## src/rtl/fpu_exce_writeback_pkg.sv

```systemverilog
// Shared FPU constants: op codes, exception codes, special values, sticky flag
// indices and writeback FSM encodings.
package FPU_PACK;

    localparam logic [1:0] _ADDITION       = 2'b00;
    localparam logic [1:0] _SUBTRACTION    = 2'b01;
    localparam logic [1:0] _MULTIPLICATION = 2'b10;
    localparam logic [1:0] _DIVISION       = 2'b11;

    localparam logic [2:0] _NO_EXCE       = 3'd0;
    localparam logic [2:0] _qNAN_EXCE     = 3'd1;
    localparam logic [2:0] _sNAN_EXCE     = 3'd2;
    localparam logic [2:0] _INF_EXCE      = 3'd3;
    localparam logic [2:0] _ZERO_DIV_EXCE = 3'd4;

    localparam logic [7:0] _CANON_QNAN = 8'h7C;
    localparam logic [7:0] _PLUS_INF   = 8'h78;
    localparam logic [7:0] _MINUS_INF  = 8'hF8;

    localparam int _FLG_INV  = 0;
    localparam int _FLG_DZ   = 1;
    localparam int _FLG_QNAN = 2;

    typedef enum logic {
        _WB_RUN     = 1'b0,
        _WB_TRAPPED = 1'b1
    } wb_state_e;

    // FIFO entry: exception code above the 8-bit result.
    typedef struct packed {
        logic [2:0] exce;
        logic [7:0] result;
    } wb_entry_t;

endpackage

```

## src/rtl/fpu_result_fifo.sv

```systemverilog
// Generic DEPTH x WIDTH synchronous FIFO; head reads as zero while empty.
module fpu_result_fifo #(
    parameter int DEPTH = 2,
    parameter int PTR_W = 1,
    parameter int WIDTH = 11
) (
    input  logic             clk,
    input  logic             rst_n,
    input  logic             push,
    input  logic             pop,
    input  logic [WIDTH-1:0] wdata,
    output logic [WIDTH-1:0] rdata,
    output logic             full,
    output logic             empty
);

    logic [WIDTH-1:0] mem_q [DEPTH];
    logic [PTR_W-1:0] wr_ptr_q, wr_ptr_d;
    logic [PTR_W-1:0] rd_ptr_q, rd_ptr_d;
    logic [PTR_W:0]   count_q, count_d;
    logic             do_push, do_pop;

    assign full    = (count_q == (PTR_W+1)'(DEPTH));
    assign empty   = (count_q == '0);
    assign do_push = push && !full;
    assign do_pop  = pop && !empty;
    assign rdata   = empty ? '0 : mem_q[rd_ptr_q];

    always_comb begin
        wr_ptr_d = wr_ptr_q;
        rd_ptr_d = rd_ptr_q;
        count_d  = count_q;
        if (do_push) wr_ptr_d = wr_ptr_q + 1'b1;
        if (do_pop)  rd_ptr_d = rd_ptr_q + 1'b1;
        if (do_push && !do_pop)      count_d = count_q + 1'b1;
        else if (!do_push && do_pop) count_d = count_q - 1'b1;
    end

    always_ff @(posedge clk) begin
        if (!rst_n) begin
            wr_ptr_q <= '0;
            rd_ptr_q <= '0;
            count_q  <= '0;
        end else begin
            wr_ptr_q <= wr_ptr_d;
            rd_ptr_q <= rd_ptr_d;
            count_q  <= count_d;
        end
    end

    // Storage is not reset; emptiness masks stale contents.
    always_ff @(posedge clk) begin
        if (do_push) mem_q[wr_ptr_q] <= wdata;
    end

endmodule

```

## src/rtl/fpu_exce_writeback.sv

```systemverilog
// FPU writeback: special-value selection, result FIFO, sticky flags, sNaN trap.
// Define FPU_EXCE_COUNT_EN to add the saturating EXCE_COUNT output.
module fpu_exce_writeback
    import FPU_PACK::*;
#(
    parameter int DEPTH = 2,
    parameter int PTR_W = 1
) (
    input  logic       CLK,
    input  logic       RST_N,
    input  logic       IN_VALID,
    output logic       IN_READY,
    input  logic [1:0] FP_OPERATION,
    input  logic [7:0] OP_A,
    input  logic [7:0] OP_B,
    input  logic [7:0] ARITH_RESULT,
    input  logic       OP_IS_EXCEPTION,
    input  logic [2:0] FP_EXCE,
    output logic       OUT_VALID,
    input  logic       OUT_READY,
    output logic [7:0] RESULT,
    output logic [2:0] RESULT_EXCE,
    output logic [2:0] STICKY_FLAGS,
    input  logic       FLAG_CLR,
`ifdef FPU_EXCE_COUNT_EN
    output logic [7:0] EXCE_COUNT,
`endif
    output logic       TRAP,
    input  logic       TRAP_ACK
);

    wb_state_e  state_q, state_d;
    logic [2:0] flags_q, flags_d;
    wb_entry_t  sel_entry, head_entry;
    logic       fifo_full, fifo_empty;
    logic       accept, pop;
    logic       a_is_zero;
    logic       unused_inputs;

    // The op code and B magnitude carry no information this stage needs.
    assign unused_inputs = ^{FP_OPERATION, OP_B[6:0]};

    assign IN_READY  = (state_q == _WB_RUN) && !fifo_full;
    assign accept    = IN_VALID && IN_READY;
    assign OUT_VALID = !fifo_empty;
    assign pop       = OUT_VALID && OUT_READY;
    assign a_is_zero = (OP_A[6:0] == 7'd0);

    always_comb begin
        sel_entry.result = ARITH_RESULT;
        sel_entry.exce   = _NO_EXCE;
        if (OP_IS_EXCEPTION) begin
            sel_entry.exce = FP_EXCE;
            case (FP_EXCE)
                _qNAN_EXCE, _sNAN_EXCE, _INF_EXCE: sel_entry.result = _CANON_QNAN;
                _ZERO_DIV_EXCE: begin
                    if (a_is_zero) begin
                        // 0/0 is an invalid operation, not a divide-by-zero
                        sel_entry.result = _CANON_QNAN;
                        sel_entry.exce   = _INF_EXCE;
                    end else begin
                        sel_entry.result = (OP_A[7] ^ OP_B[7]) ? _MINUS_INF : _PLUS_INF;
                    end
                end
                default: sel_entry.result = ARITH_RESULT;
            endcase
        end
    end

    fpu_result_fifo #(
        .DEPTH (DEPTH),
        .PTR_W (PTR_W),
        .WIDTH ($bits(wb_entry_t))
    ) u_fifo (
        .clk   (CLK),
        .rst_n (RST_N),
        .push  (accept),
        .pop   (pop),
        .wdata (sel_entry),
        .rdata (head_entry),
        .full  (fifo_full),
        .empty (fifo_empty)
    );

    assign RESULT      = head_entry.result;
    assign RESULT_EXCE = head_entry.exce;

    // Sets are applied after the clear so a same-cycle set survives.
    always_comb begin
        flags_d = FLAG_CLR ? 3'b000 : flags_q;
        if (accept) begin
            if (sel_entry.exce == _sNAN_EXCE || sel_entry.exce == _INF_EXCE)
                flags_d[_FLG_INV] = 1'b1;
            if (sel_entry.exce == _ZERO_DIV_EXCE)
                flags_d[_FLG_DZ] = 1'b1;
            if (sel_entry.exce == _qNAN_EXCE)
                flags_d[_FLG_QNAN] = 1'b1;
        end
    end

    always_comb begin
        state_d = state_q;
        case (state_q)
            _WB_RUN:     if (accept && sel_entry.exce == _sNAN_EXCE) state_d = _WB_TRAPPED;
            _WB_TRAPPED: if (TRAP_ACK) state_d = _WB_RUN;
            default:     state_d = _WB_RUN;
        endcase
    end

    always_ff @(posedge CLK) begin
        if (!RST_N) begin
            state_q <= _WB_RUN;
            flags_q <= 3'b000;
        end else begin
            state_q <= state_d;
            flags_q <= flags_d;
        end
    end

    assign STICKY_FLAGS = flags_q;
    assign TRAP         = (state_q == _WB_TRAPPED);

`ifdef FPU_EXCE_COUNT_EN
    logic [7:0] exce_count_q, exce_count_d;

    always_comb begin
        exce_count_d = FLAG_CLR ? 8'd0 : exce_count_q;
        if (accept && sel_entry.exce != _NO_EXCE && exce_count_d != 8'hFF)
            exce_count_d = exce_count_d + 8'd1;
    end

    always_ff @(posedge CLK) begin
        if (!RST_N) exce_count_q <= 8'd0;
        else        exce_count_q <= exce_count_d;
    end

    assign EXCE_COUNT = exce_count_q;
`endif

endmodule
```

## config.mk

```make
export PLATFORM = sky130hd
export DESIGN_NAME = fpu_exce_writeback
export DESIGN_NICKNAME = d
export VERILOG_FILES = /design/src/rtl/fpu_exce_writeback_pkg.sv /design/src/rtl/fpu_result_fifo.sv /design/src/rtl/fpu_exce_writeback.sv
export SDC_FILE = /design/constraint.sdc
export NUM_CORES = 1
export LEC_CHECK = 0
export ABC_CLOCK_PERIOD_IN_PS = 2000
export CORE_MARGIN = 3
export CORE_UTILIZATION = 30
export CTS_CLUSTER_DIAMETER = 150
export CTS_CLUSTER_SIZE = 20
export DETAILED_ROUTE_END_ITERATION = 8
export MAX_ROUTING_LAYER = met4
export PLACE_DENSITY_LB_ADDON = 0.1
export SETUP_SLACK_MARGIN = 0.4
export SLEW_MARGIN = 10
export SYNTH_ARGS = -nofsm -noshare
export SYNTH_HDL_FRONTEND = slang
export SYNTH_SLANG_ARGS = --single-unit
```

## constraint.sdc

```tcl
create_clock -name CLK -period 2 [get_ports CLK]
set_clock_uncertainty 0.2 [all_clocks]
set_input_delay 0.4 -clock CLK [delete_from_list [all_inputs] [get_ports CLK]]
set_output_delay 0.4 -clock CLK [all_outputs]
set_load 0.01 [all_outputs]
```

# Yosys cells after proc, flatten, opt, wreduce, memory -nomap -nowiden
# Memories as Yosys holds them, arrays and structs flattened. A register that Yosys moved wholly into a read port is not among the register bits.
# Index checks and enable logic that the tools add are counted.
# word_totals
register_bits,8
ramBits,22
output_inout_bits,17
elab_cells,59
memories,1
# mem_list
memory,words,word_bits,rd,rd_ports_with_merged_regs,write_ports,line,source
u_fifo.mem_q,2,11,1,1,1,fpu_result_fifo.sv:17,logic [WIDTH-1:0] mem_q [DEPTH];
# op_classes
n_addsub,4
eq_ne,9
muxes,21
bitwise,2
n_reduce_logical,17
# op_table
op,n
11-bit 2-to-1 mux,2
8-bit 2-to-1 mux,2
8-bit one-hot mux with 2 select lines,1
3-bit by 2-bit == test with 1-bit output (second input constant),4
3-bit 2-to-1 mux,4
1-bit 2-to-1 mux,9
1-bit logical AND,8
7-bit zero test,1
3-bit by 1-bit == test with 1-bit output (second input constant),2
3-bit == test (second input constant),2
1-bit zero test,4
2-bit 2-to-1 mux,2
3-bit OR reduction,1
1-bit adder (second input constant),2
2-bit by 1-bit adder with 2-bit output (second input constant),1
2-bit == test (second input constant),1
2-bit zero test,1
1-bit one-hot mux with 2 select lines,1
2-bit nonzero test,1
2-bit by 1-bit subtractor with 2-bit output (second input constant),1
1-bit logical OR,1
1-bit inverter,1
1-bit bitwise XOR,1

# Longest topological paths before layout
# Gate-level depths: netlist of run 1.
# logic_depth
depth_word,9
depth_mapped,6
mapped_depth_nobuf,6

# By module
# Synthesis of run 1 repeated with hierarchy kept, for this count alone.
# hier_totals
hier_cells,118
area_unflattened_um2,1442.6
# by_module_without_submodules
module,n_inst,cells_per_inst,area_each_um2,seq_area_each_um2
fpu_result_fifo,1,72,1049.8,760.7
fpu_exce_writeback,1,46,392.9,80.1

# Worst setup path after synthesis of run 1
# No wires, ideal clock.
# synth_timing
path_kind,reg-to-reg
start,reg u_fifo.count_q[1]
end,reg u_fifo.count_q[1]
setup_time_ns,0.076
t_arrival_ns,1.535
setup_slack_ns,0.190
path_stages_with_launch,6
path_buffers,0
cell_sequence,dfxtp_1 -> nor2b_2 -> nor3b_4 -> ha_1 -> or3_1 -> a21boi_0
# synth_between
elab_chain_cells,8
# synth_rtl
item,line,source
"start, declared",fpu_result_fifo.sv:20,"logic [PTR_W:0] count_q, count_d;"
"start signal, assigned",fpu_result_fifo.sv:47,count_q <= count_d;
2-bit == test (*),fpu_result_fifo.sv:23,assign full = (count_q == (PTR_W+1)'(DEPTH));
1-bit zero test (*),"fpu_result_fifo.sv:25, fpu_exce_writeback.sv:43",
1-bit logical AND,fpu_exce_writeback.sv:43,assign IN_READY = (state_q == _WB_RUN) && !fifo_full;
1-bit logical AND,fpu_exce_writeback.sv:44,assign accept = IN_VALID && IN_READY;
1-bit logical AND (*),fpu_result_fifo.sv:25,assign do_push = push && !full;
via u_fifo.do_push,fpu_result_fifo.sv:21,"logic do_push, do_pop;"
1-bit zero test,fpu_result_fifo.sv:36,else if (!do_push && do_pop) count_d = count_q - 1'b1;
1-bit logical AND,fpu_result_fifo.sv:36,
2-bit nonzero test (no source line),-,
# Mark *: on every way through the listed nets, which the timed path passes. The rest lies on a longest branch. The select of a mux whose other input is x is not followed.
# A chain may end at the register's enable or synchronous reset.

# Final worst setup path of run 1
# layout_timing
start,reg u_fifo.count_q[1]
end,"mem u_fifo.mem_q[0][8], enable pin"
# layout_between
elab_chain_cells,7
# layout_rtl
item,line,source
2-bit == test (*),fpu_result_fifo.sv:23,
1-bit zero test (*),"fpu_result_fifo.sv:25, fpu_exce_writeback.sv:43",
1-bit logical AND,fpu_exce_writeback.sv:43,
1-bit logical AND,fpu_exce_writeback.sv:44,
1-bit logical AND (*),fpu_result_fifo.sv:25,
via u_fifo.do_push,fpu_result_fifo.sv:21,
1-bit 2-to-1 mux (*),fpu_result_fifo.sv:53,if (do_push) mem_q[wr_ptr_q] <= wdata;
1-bit 2-to-1 mux (implied by the code) (*),fpu_result_fifo.sv:53,
"end, declared",fpu_result_fifo.sv:17,
# Mark *: on every way through the listed nets, which the timed path passes. The rest lies on a longest branch.

==> impl_metrics.ini, run 1 <==
[setup_path]
crit_required_ps = 1800
path_buf_inv = 3
worst_setup_path_end_kind = flip-flop
path_common_cell = buf_6
slowest_stage = dfxtp_2
critPathArrivalTime_ps = 1610
worstSetupStartpointType = flip-flop
cpLargestDelayFamily = simple AND/OR/NAND/NOR gates
rrSetupSlack_ps = 190
worst-path-max-fanout = 6
crit_path_max_incr_delay_ps = 340
path_class = reg2reg
cp_cell_sequence = buf_6 > nor2b_4 > nor3b_4 > buf_6 > and2b_2 > clkbuf_16

[yosys]
synth_fp_nets = 152
synth.top_cells.by_count = edfxtp_1 (22), nor2_1 (15), mux2i_1 (11)
syn_inst = 115
seq_area_frac_synth = 0.606
yosys.area.top_type = edfxtp_1
syn_area_per_cell_um2 = 12.1
synth_edf_count = 22
synthesis.area_um2 = 1390
ys_warn_count = 0
yosys_register_bits = 31
yosys-top-cells-area = edfxtp_1 (48%), dfxtp_1 (13%), mux2i_1 (7.9%), nor2_1 (4.1%), and2_1 (2.7%)
synth_cell_types = 32
synth_top_area_frac = 0.476
synth_flop_cell = edfxtp_1
synth-async-reset-ratio = 0
yosysMostFrequentCell = edfxtp_1

[sta]
fin_setup_tns_ps = 0
report.final.setup_viol = 0
finalMaxSlewViolations = 0
whs_ps = 322
finalCritPeriodShare = 0.903
fmax_ghz = 0.554
tightest_slew_ps = 310
rsz0062_at_grt = yes
finalHoldViolCount = 0
timing.final.ws_setup_ps = 195
timing.slew.headroom = 0.791
period_minus_slack_ps = 1810

[power_and_ir_drop]
p_int_mw = 1.74
p_comb_frac = 0.415
clkPwrFrac = 0.235
p_seq_frac = 0.350
leakagePower_nw = 0.938
switching_share = 0.293
irDropWorstVdd_v = 0.000471
power_switching_mw = 0.724
power_density_nw_per_um2 = 1100

[clocking]
cts_tree = done
cts_buffers = 5
cts_root_buf = clkbuf_8
postCtsHoldBufs = 0
clock_sink_count = 31
h-tree-depth = 2
clkTransAtPathRegs_ps = 60
cts.path.max_buffers = 2
insertion_delay_ps = 270

[place]
routabilityCongestion = 0.798
place_hpwl_um = 2120
dpl.cell_count = 225
place_ws_ps = -224
numPortBuffers = 43

[status]
outcome = finished, final reports clean

[grt]
antenna_found_initial = 0
grt_pass1_vias = 1195
grt-ovfl-total = 0
grt_pass1_wl_um = 5140
grt_max_degree = 13
grtUsageTotal = 0.129

[drt]
finalWirelength_um = 3040
wire_per_inst_um = 12.8
antenna_left = 0
route.detailed.drc = 0
drt-initial-drc-count = 33
viasPerCell = 4.73
vias = 1121
drt_first_pass_iters = 4

[floorplanning]
row_count = 24
ios = 53
fp.dieW_um = 74.0
initial_core_util = 0.314
fp.dieArea_um2 = 5480
die_h_um = 74.0
core_um2 = 4410

[final_layout]
final_cells = 237
multi_input_area_um2 = 594
antennaDiodeCount = 0
seq_area_um2 = 848
drive_gt1_frac = 0.324
syn2layout_area_growth_pct = 61.8
fill_cells = 406
nNetsFinal = 221

[run]
timing.max_cap.violations = 0

[min_path]
hp-class = reg2reg
through the flow:
step / power [mW] / area [um2] / utilization
3_3_place_gp: 1.79 / 2050 / 0.463
3_5_place_dp: 1.82 / 2050 / 0.463
2_1_floorplan: 1.31 / 1390 / -
5_1_grt: 2.62 / 2240 / 0.509
6_report: 2.47 / 2240 / 0.509
4_1_cts: 2.45 / 2180 / 0.495
sequential cells by signal (all words and copies together) (netlist names), named ones only:
signal and cells:
u_fifo.wr_ptr_q 1, u_fifo.rd_ptr_q 1, STICKY_FLAGS 3, TRAP 1, u_fifo.count_q 2, u_fifo.mem_q 22
layout make-up:
class / instances / area share
Sequential cell: 31 / 0.378
Inverter: 2 / 0.00334
Multi-Input combinational cell: 80 / 0.265
Clock buffer: 5 / 0.0307
Timing Repair Buffer: 64 / 0.277
Clock inverter: 3 / 0.0173
Tap cell: 52 / 0.0290
power by group through the flow:
stage / registers, mW / logic, mW / clock network [mW]
final: 0.864 / 1.02 / 0.580
after global routing: 0.875 / 1.12 / 0.628
after detailed placement: 0.850 / 0.969 / 0
after CTS: 0.865 / 0.987 / 0.600
after floorplan: 0.856 / 0.455 / 0
after global placement: 0.845 / 0.947 / 0
worst reg2reg max path, delay by kind of cell, from the launching register on:
| family | cells | cell delay [ps] |
|---|---|---|
| buffers and inverters | 3 | 430 |
| flip-flops | 1 | 340 |
| AND/OR/NAND/NOR | 3 | 560 |
metal layers:
| metal | routed length (um) | part of all wire | track usage |
|---|---|---|---|
| met1 | 1290 | 0.42 | 0.154 |
| met2 | 1540 | 0.51 | 0.210 |
| met3 | 172 | 0.057 | 0.0284 |
| met4 | 43 | 0.014 | 0.0563 |
| met5 | 0 | 0 | - |
timing repair:
item	in CTS	in global routing
resized for setup	81	11
hold endpoints to repair	0	0
setup buffers	1	1
pin swaps	7	7
endpoints found under the setup margin	66	55
cloned	1	1
cells in the final DEF, fill, tap and decap left out, types with 2 or more instances in the layout:
cell type        Yosys  routed
a21boi_1             0       2
a21oi_1              3       2
a22oi_1              2       2
and2_1               6       5
buf_12               0       4
buf_2                1      13
buf_4                0      11
buf_6                0       4
clkbuf_8             0       5
clkdlybuf4s50_1      0      15
dfxtp_1              9       5
dfxtp_2              0       3
dlygate4sd2_1        0      11
dlymetal6s2s_1       0       4
edfxtp_1            22      22
inv_1                2       2
mux2i_1             11      10
nand2_1              7       7
nand2b_1             4       4
nor2_1              15      14
nor2b_1              4       4
o21a_1               2       2
o21ai_1              0       2
or3_1                2       2
xnor2_1              2       2
xor2_1               2       2
cells by family after synthesis:
logic type | synth area share
and+or+nand+nor | 0.197
DFF | 0.606
AOI/OAI and AO/OA | 0.0721
muxes | 0.0794
xor gates and xnor gates | 0.0253
buffers and inverters | 0.0117
adders and majority gates | 0.00902
worst paths after layout:
path | start | endpoint | cells past startpoint
worst max-delay path | u_fifo.count_q[1] | u_fifo.mem_q[0][8] | 6
worst max register to register | u_fifo.count_q[1] | u_fifo.mem_q[0][8] | 6
worst min-delay path | STICKY_FLAGS[1] | STICKY_FLAGS[1] | 2
worst min register to register | STICKY_FLAGS[1] | STICKY_FLAGS[1] | 2
(Power assumes the default switching activity.)
==> run 2, diff against run 1 <==
--- a/config.mk
+++ b/config.mk
@@ -13,6 +13,7 @@
 export DETAILED_ROUTE_END_ITERATION = 8
 export MAX_ROUTING_LAYER = met4
 export PLACE_DENSITY_LB_ADDON = 0.1
+export REMOVE_ABC_BUFFERS = 1
 export SETUP_SLACK_MARGIN = 0.4
 export SLEW_MARGIN = 10
 export SYNTH_ARGS = -nofsm -noshare
==> run 2 against run 1 <==
Register-to-register slack about the same; sequential cell count unchanged; fmax decreased by 0.23%; critical path depth did not move; final area is 2.5% higher.
==> impl_metrics.ini, run 2 (synthesis results as in run 1) <==
[sta]
period_minus_slack_ps = 1810
report.final.setup_viol = 0
finalMaxSlewViolations = 0
finalHoldViolCount = 0
rsz0062_at_grt = yes
fmax_ghz = 0.553
tightest_slew_ps = 423
finalCritPeriodShare = 0.905
whs_ps = 348
timing.slew.headroom = 0.714
fin_setup_tns_ps = 0

[min_path]
hp-class = reg2reg

[clocking]
cts_root_buf = clkbuf_8
insertion_delay_ps = 280
cts_buffers = 5
h-tree-depth = 2
postCtsHoldBufs = 0
cts_tree = done
clock_sink_count = 31
cts.path.max_buffers = 2
clkTransAtPathRegs_ps = 60

[floorplanning]
ios = 53
fp.dieW_um = 74.0
die_h_um = 74.0
core_um2 = 4410
fp.dieArea_um2 = 5480
initial_core_util = 0.314
row_count = 24

[place]
postPlaceCellArea_um2 = 2010
place_hpwl_um = 2230
routabilityCongestion = 0.807
numPortBuffers = 43

[setup_path]
worst-path-max-fanout = 4
crit_required_ps = 2000
path_class = reg2reg
worstSetupStartpointType = flip-flop
worst_setup_path_end_kind = flip-flop
critPathArrivalTime_ps = 1810

[final_layout]
design_area_um2 = 2300
final_cell_mix = edfxtp_1 (22), clkdlybuf4s50_1 (16), nor2_1 (14), buf_4 (13), dlygate4sd2_1 (12)
syn2layout_area_growth_pct = 65.8
layout_commonest_cell = edfxtp_1
fill_cells = 386
top_register = u_fifo.mem_q
antennaDiodeCount = 0
largest_reg_flops = 22
nNetsFinal = 227
drive_gt1_frac = 0.361

[power_and_ir_drop]
irDropWorstVdd_v = 0.000506
leakagePower_nw = 0.948
power_density_nw_per_um2 = 1090

[drt]
vias = 1118
antenna_left = 0
route.detailed.drc = 0
drt-initial-drc-count = 56
wire_per_inst_um = 13.5
viasPerCell = 4.60
finalWirelength_um = 3280
drt_first_pass_iters = 4

[grt]
grt_pass1_vias = 1147
antenna_found_initial = 0
grtUsageTotal = 0.130
grt_max_degree = 11
grt-ovfl-total = 0
grt_pass1_wl_um = 5150

[status]
outcome = finished, final reports clean

[run]
timing.max_cap.violations = 0
==> run 2: changes by cell type in the layout (fill, tap and decap cells not counted), moves of 2 or more <==
cell            change
buf_6               +6
and2b_4             +2
buf_12              -2
buf_2               -2
buf_4               +2
dlymetal6s2s_1      -2
==> run 2: worst max-delay path, cell delays in order, from the launching register on <==
cell,delay (ps)
dfxtp_2,340
buf_6,120
nor2b_4,130
nor3b_4,250
ha_4,240
or3_1,340
a21boi_1,120
==> run 2: cell type report <==
| type | instances | area, um2 | area share |
|---|---|---|---|
| Sequential cell | 31 | 845 | 0.367 |
| Timing Repair Buffer | 69 | 639 | 0.278 |
| Multi-Input combinational cell | 81 | 627 | 0.272 |
| Clock buffer | 6 | 82.6 | 0.0359 |
| Tap cell | 52 | 65.1 | 0.0283 |
| Clock inverter | 2 | 35.0 | 0.0152 |
| Inverter | 2 | 7.51 | 0.00326 |
==> run 2: worst paths after layout <==
| kind | startpoint | slack [ps] | endpoint | cells after the start |
|---|---|---|---|---|
| max | u_fifo.count_q[1] | 190 | u_fifo.count_q[1] | 6 |
| min | STICKY_FLAGS[1] | 350 | STICKY_FLAGS[1] | 2 |
| max reg2reg | u_fifo.count_q[1] | 190 | u_fifo.count_q[1] | 6 |
| min reg2reg | STICKY_FLAGS[1] | 350 | STICKY_FLAGS[1] | 2 |
==> run 2: layer usage <==
layer	vias up	track usage	routed length, um
met5	-	-	0
met4	0	0.0483	39
met3	5	0.0297	210
met2	34	0.225	1710
met1	510	0.147	1320
li1	569	-	-
==> run 2: power by group <==
part	internal (mW)	total [mW]	switching, mW
Sequential	0.807	0.853	0.0458
Combinational	0.565	1.03	0.460
Clock	0.403	0.625	0.222
Total	1.77	2.50	0.728
==> run 2: what timing repair did <==
| item | CTS | global route |
|---|---|---|
| setup endpoints to repair | 68 | 50 |
| buffers inserted | 6 | 2 |
| hold endpoints to repair | 0 | 0 |
| gates resized for setup | 89 | 13 |
| gates cloned | 2 | 0 |
| pin swaps | 7 | 10 |
==> run 2: per-stage QoR <==
step	cells	worst slack (ps)	power, mW	util
4_1_cts	241	164	2.50	0.503
2_1_floorplan	113	190	1.28	-
3_5_place_dp	225	-152	1.77	0.456
6_report	243	191	2.50	0.521
3_3_place_gp	225	-152	1.75	0.456
5_1_grt	243	117	2.67	0.521
==> run 3, diff against run 2 <==
--- a/config.mk
+++ b/config.mk
@@ -11,6 +11,7 @@
 export CTS_CLUSTER_DIAMETER = 150
 export CTS_CLUSTER_SIZE = 20
 export DETAILED_ROUTE_END_ITERATION = 8
+export HOLD_SLACK_MARGIN = 0.02
 export MAX_ROUTING_LAYER = met4
 export PLACE_DENSITY_LB_ADDON = 0.1
 export REMOVE_ABC_BUFFERS = 1
==> results of run 3 <==
The final DEF is identical to that of run 2; final timing and power are the same.
